==> src/rtl/intr_request_ctrl.sv <==
`default_nettype none
// ============================================================================
//  Module      : intr_request_ctrl
//  Description : Edge-captured pending sources, priority request to the CPU,
//                and an in-service stack that tracks interrupt nesting.
//  Revision    : 1.0 - initial release
// ============================================================================
module intr_request_ctrl #(
    parameter int NUM_SRC = 3,
    parameter int NO_W    = 2
) (
    input  logic               clk,
    input  logic               rst,
    input  logic [NUM_SRC-1:0] irq_in,
    input  logic               int_en,
    input  logic               intr_ack,
    input  logic [NO_W-1:0]    clrNo,
    output logic               IntrRequest,
    output logic [NO_W-1:0]    ReqNo,
    output logic [NO_W-1:0]    IntNo,
    output logic [NUM_SRC-1:0] pending,
    output logic [NO_W-1:0]    depth,
    output logic               clr_err
);

    localparam int         c_STACK_N = 2**NO_W;
    localparam logic [0:0] c_IDLE    = 1'b0;
    localparam logic [0:0] c_REQ     = 1'b1;

    logic [0:0]         r_state;
    logic [0:0]         w_stateNext;
    logic [NUM_SRC-1:0] r_irqD;
    logic [NUM_SRC-1:0] r_pending;
    logic [NO_W-1:0]    r_stack [c_STACK_N];
    logic [NO_W-1:0]    r_depth;
    logic [NO_W-1:0]    r_intNo;
    logic               r_intrRequest;
    logic [NO_W-1:0]    r_reqNo;
    logic               r_clrErr;

    logic [NUM_SRC-1:0] w_edges;
    logic [NUM_SRC-1:0] w_ackMask;
    logic [NO_W-1:0]    w_best;
    logic               w_popOk;
    logic               w_clrBad;
    logic [NO_W-1:0]    w_depthPop;
    logic [NO_W-1:0]    w_topPop;
    logic               w_push;
    logic               w_reqNext;
    logic [NO_W-1:0]    w_reqNoNext;

    assign w_edges = irq_in & ~r_irqD;

    // Highest-numbered pending source wins.
    always_comb begin
        w_best = '0;
        for (int i = 0; i < NUM_SRC; i++) begin
            if (r_pending[i]) begin
                w_best = NO_W'(i + 1);
            end
        end
    end

    // Clear is resolved before any push in the same cycle.
    assign w_popOk    = (clrNo != '0) && (clrNo == r_intNo);
    assign w_clrBad   = (clrNo != '0) && !w_popOk;
    assign w_depthPop = r_depth - NO_W'(w_popOk);
    assign w_topPop   = (w_depthPop == '0) ? '0 : r_stack[w_depthPop - NO_W'(1)];

    always_comb begin
        w_stateNext = r_state;
        w_reqNext   = r_intrRequest;
        w_reqNoNext = r_reqNo;
        w_push      = 1'b0;
        case (r_state)
            c_IDLE: begin
                if (int_en && (w_best > r_intNo)) begin
                    w_stateNext = c_REQ;
                    w_reqNext   = 1'b1;
                    w_reqNoNext = w_best;
                end
            end
            c_REQ: begin
                if (intr_ack) begin
                    w_push      = 1'b1;
                    w_stateNext = c_IDLE;
                    w_reqNext   = 1'b0;
                    w_reqNoNext = '0;
                end else if (!int_en) begin
                    w_stateNext = c_IDLE;
                    w_reqNext   = 1'b0;
                    w_reqNoNext = '0;
                end
            end
            default: begin
                w_stateNext = c_IDLE;
                w_reqNext   = 1'b0;
                w_reqNoNext = '0;
            end
        endcase
    end

    always_comb begin
        w_ackMask = '0;
        for (int i = 0; i < NUM_SRC; i++) begin
            if (w_push && (r_reqNo == NO_W'(i + 1))) begin
                w_ackMask[i] = 1'b1;
            end
        end
    end

    always_ff @(posedge clk) begin
        if (rst) begin
            r_state       <= c_IDLE;
            r_intrRequest <= 1'b0;
            r_reqNo       <= '0;
        end else begin
            r_state       <= w_stateNext;
            r_intrRequest <= w_reqNext;
            r_reqNo       <= w_reqNoNext;
        end
    end

    // A fresh edge on the acknowledged source re-arms it.
    always_ff @(posedge clk) begin
        if (rst) begin
            r_irqD    <= '0;
            r_pending <= '0;
            r_clrErr  <= 1'b0;
        end else begin
            r_irqD    <= irq_in;
            r_pending <= (r_pending & ~w_ackMask) | w_edges;
            if (w_clrBad) begin
                r_clrErr <= 1'b1;
            end
        end
    end

    always_ff @(posedge clk) begin
        if (rst) begin
            r_depth <= '0;
            r_intNo <= '0;
            for (int i = 0; i < c_STACK_N; i++) begin
                r_stack[i] <= '0;
            end
        end else if (w_push) begin
            r_stack[w_depthPop] <= r_reqNo;
            r_depth             <= w_depthPop + NO_W'(1);
            r_intNo             <= r_reqNo;
        end else begin
            r_depth <= w_depthPop;
            r_intNo <= w_topPop;
        end
    end

    // Strictly increasing stack contents cap the depth at NUM_SRC.
    always_ff @(posedge clk) begin
        if (!rst && w_push) begin
            assert (w_depthPop != NO_W'(NUM_SRC));
        end
    end

    assign IntrRequest = r_intrRequest;
    assign ReqNo       = r_reqNo;
    assign IntNo       = r_intNo;
    assign pending     = r_pending;
    assign depth       = r_depth;
    assign clr_err     = r_clrErr;

endmodule
`default_nettype wire

==> config.mk <==
export PLATFORM = sky130hd
export DESIGN_NAME = intr_request_ctrl
export DESIGN_NICKNAME = d
export VERILOG_FILES = /design/src/rtl/intr_request_ctrl.sv
export SDC_FILE = /design/constraint.sdc
export NUM_CORES = 1
export LEC_CHECK = 0
export ABC_CLOCK_PERIOD_IN_PS = 2710
export CORE_UTILIZATION = 29
export CTS_BUF_LIST = sky130_fd_sc_hd__clkbuf_8
export CTS_CLUSTER_DIAMETER = 100
export DETAILED_ROUTE_END_ITERATION = 8
export SETUP_SLACK_MARGIN = 0.3
export SYNTH_ARGS = -nofsm -noshare
export SYNTH_HDL_FRONTEND = slang
export SYNTH_SLANG_ARGS = --single-unit
==> constraint.sdc <==
create_clock -name clk -period 2.71 [get_ports clk]
set_input_delay 0.271 -clock clk [delete_from_list [all_inputs] [get_ports clk]]
set_output_delay 0.271 -clock clk [all_outputs]
set_load 0.005 [all_outputs]
==> flow_summary_export.csv <==
group,metric,value,unit
status,status,"complete, no violations",
die,die-area,0.003583,mm2
cells_and_area,diodes,0,
clock_tree,cts_sinks,21,
synthesis,yosysWarnings,0,
synthesis,async_flop_share,0,%
cells_and_area,num-fill-cells,348,
clock_tree,cts_setup_buffers,0,
worst_setup_path,crit_fanout,10,
detailed_routing,totalWireLength,1740,um
sta,worst_slew_pin_slew,0.4909,ns
synthesis,seq_area_frac_synth,49.48,%
die,rows,20,
grt,grt_usage,11.56,%
synthesis,syn_nets,117,
synthesis,synth_top_cell_area_share,30.93,%
cells_and_area,multiInputGateArea,441.7,um2
clock_tree,htreeDepth,1,
die,ios,20,
clock_tree,clk_path_buf_depth,2,
pwr,leakage,0.4414,nW
detailed_routing,vias,769,
synthesis,yosys_most_used_dff,"dfxtp_1",
die,die_x,59.86,um
clock_tree,tritoncts,"yes",
synthesis,ys_top_cells_by_count,"15 x dfxtp_1, 11 x nor2_1, 8 x a21oi_1, 7 x inv_1",
detailed_routing,drt-initial-drc-count,10,
worst_setup_path,cpMaxStageDelayCell,"clkdlybuf4s50_1",
detailed_routing,drcViolationCount,0,
grt,grt-ovfl-total,0,
detailed_routing,viasPerCell,4.550,
worst_setup_path,end_kind,"flip-flop",
placed_design,gp_congestion,0.7967,
sta,relSlewSlack,67.17,%
job,drv_cap,0,
sta,tns,0,ns
placed_design,place_ws,0.2735,ns
synthesis,synth_top_family_by_area,"simple AND/OR/NAND/NOR gates",
synthesis,synth_cell_types,31,
synthesis,synth_compound_area_share,13.79,%
synthesis,synthSimpleGateAreaFrac,23.32,%
worst_setup_path,reg2reg_to,"r_stack[2][0]",
worst_setup_path,reg2reg_slack,0.65,ns
worst_setup_path,crit_type,"in2reg",
synthesis,syn_inst,105,
worst_setup_path,reg2reg_from,"IntNo[0]",
worst_setup_path,cp_top_family,"buffers and inverters",
grt,first_global_vias,751,
synthesis,ys_ff_latch,21,
synthesis,synth_xor_area_share,3.479,%
sta,setup-violations-final,0,
sta,hold_viol,0,
grt,grt_pass1_wl,3070,um
cells_and_area,nets,138,
synthesis,synth_enable_flop_cells,6,
worst_setup_path,crit_arrival,2.12,ns
sta,clock_skew,0.003651,ns
worst_setup_path,crit_chain,"clkdlybuf4s50_1 -> xnor2_1 -> nand3_1 -> o21ai_0 -> ha_1 -> xor2_2 -> nand2_1 -> o21bai_1",
clock_tree,cts_resized,0,
sta,setup_slack,0.5375,ns
synthesis,syn_avg_cell_area,9.247,um2
pwr,power_density,540.7,mW/mm2
synthesis,synthMuxAreaShare,1.031,%
die,die-height,59.86,um
sta,rsz0062_at_grt,"false",
synthesis,yosysMostFrequentCell,"dfxtp_1",
worst_setup_path,critPathLaunchType,"input pin",
clock_tree,cts_buffers,3,
worst_hold_path,hp-class,"reg2reg",
placed_design,hpwl,1335,um
worst_hold_path,hp-start,"IntrRequest",
synthesis,yosys.area.top_type,"dfxtp_1",
worst_setup_path,worst_ep_required_time,2.66,ns
worst_setup_path,cpPeakStageDelay,0.54,ns
die,start_util,31.29,%
cells_and_area,areaGrowthSynthToFinish,28.48,%
sta,fin_crit,2.173,ns
clock_tree,clock-root-buffer,"clkbuf_8",
detailed_routing,dr.pass1.iters,4,
synthesis,syn-cell-area,970.9,um2
grt,grt_max_degree,16,
pwr,ir_worst_vdd,0.0001606,V
worst_setup_path,critPathBufInv,1,
cells_and_area,regArea,480.5,um2
sta,slew_violations,0,
worst_hold_path,worstHoldPathCells,2,
clock_tree,clock_latency,0.26,ns
sta,fin_crit_sh,80.17,%
synthesis,synthAdderAreaFrac,3.866,%
clock_tree,clk_pin_slew,0.08,ns
sta,clock.fmax,460.3,MHz
synthesis,synthTopCellsByArea,"dfxtp_1 31%, edfxtp_1 19%, nor2_1 4.3%",
worst_hold_path,min_to,"IntrRequest",
die,core_area,0.003103,mm2
detailed_routing,routedWlPerCell,10.30,um
placed_design,io_buffers,19,
cells_and_area,drive_above_1_share,7.200,%
clock_tree,ctsHoldBuffers,0,
grt,antenna_found_initial,0,
worst_setup_path,rr_worst_depth,7,
detailed_routing,postRouteAntennaNets,0,
-- stage by stage --
stage	std cells	area, um2	total power [W]	utilization (%)	hold slack, ns
floorplan	105	970.9	0.0004286	-	0.3992
global placement	165	1201	0.0004783	38.71	0.4480
detailed placement	165	1201	0.0004807	38.71	0.4518
CTS	169	1247	0.0006842	40.20	0.4631
global route	169	1247	0.0007161	40.20	0.4919
finish	169	1247	0.0006745	40.20	0.4562
-- metal layers --
layer / GRT usage (%) / share of wire (%) / vias up
met2: 19.37 / 46 / 19
met3: 2.381 / 4.1 / 4
met1: 13.08 / 48 / 347
li1: - / - / 399
met5: 0 / 0 / -
met4: 7.973 / 2.7 / 0
-- cells in the final DEF (no fill, tap or decap) --
master / count
nor3_1: 3
clkdlybuf4s50_1: 19
inv_1: 7
and2_1: 1
ha_1: 3
nand2_1: 6
a21o_1: 1
nor2b_1: 5
a221oi_1: 1
or2_2: 3
o21ai_0: 6
buf_4: 1
o21ai_1: 1
clkbuf_8: 3
clkinv_2: 1
mux2i_1: 1
nor2_1: 11
nand2b_1: 5
nand3_1: 5
nand4b_1: 1
or3_1: 1
xor2_2: 1
or2_1: 1
nand3b_1: 1
a311oi_1: 1
a221o_1: 1
nand4_1: 1
a21oi_1: 8
o21bai_1: 2
xnor2_1: 2
dfxtp_1: 15
edfxtp_1: 6
o2111ai_1: 1
-- sequential cells by signal, indices dropped and copies added (netlist names) --
signal / count
pending: 3
r_stack: 6
IntNo: 2
IntrRequest: 1
depth: 2
r_irqD: 3
clr_err: 1
r_state: 1
ReqNo: 2
-- worst min-delay path, cell delays in order (launching register included) --
cell and delay, ns:
dfxtp_1 0.31, nand2_1 0.05, a21oi_1 0.05
-- cell type report --
| type | instances | share of cell area [%] |
|---|---|---|
| timing repair buffer | 20 | 15.85 |
| clock buffer | 3 | 3.310 |
| sequential | 21 | 38.52 |
| tap | 44 | 4.413 |
| inverter | 7 | 2.106 |
| multi-input combinational | 73 | 35.41 |
| clock inverter | 1 | 0.4012 |
-- logic make-up after synthesis --
group                      after synthesis
adders and majority gates                3
and+or+nand+nor                         44
DFF                                     21
buffers and inverters                   11
xor gates and xnor gates                 3
muxes                                    1
AOI/OAI and AO/OA                       22
-- worst max path at each step --
stage,depth (start not counted),startpoint,endpoint
global placement,9,clrNo[0],IntNo[1]
finish,8,clrNo[0],r_stack[2][0]
global route,8,clrNo[0],r_stack[2][0]
CTS,8,clrNo[0],r_stack[2][0]
floorplan,9,IntNo[0],r_stack[0][0]
detailed placement,8,clrNo[0],r_stack[2][0]
-- power breakdown --
| group | internal [W] | switching (W) | leakage [nW] |
|---|---|---|---|
| sequential | 0.000343 | 0.0000152 | 0.186 |
| clock | 0.000102 | 0.000100 | 0.0255 |
| combinational | 0.0000621 | 0.0000516 | 0.230 |
| total | 0.000508 | 0.000167 | 0.441 |
(Power assumes the default switching activity.)
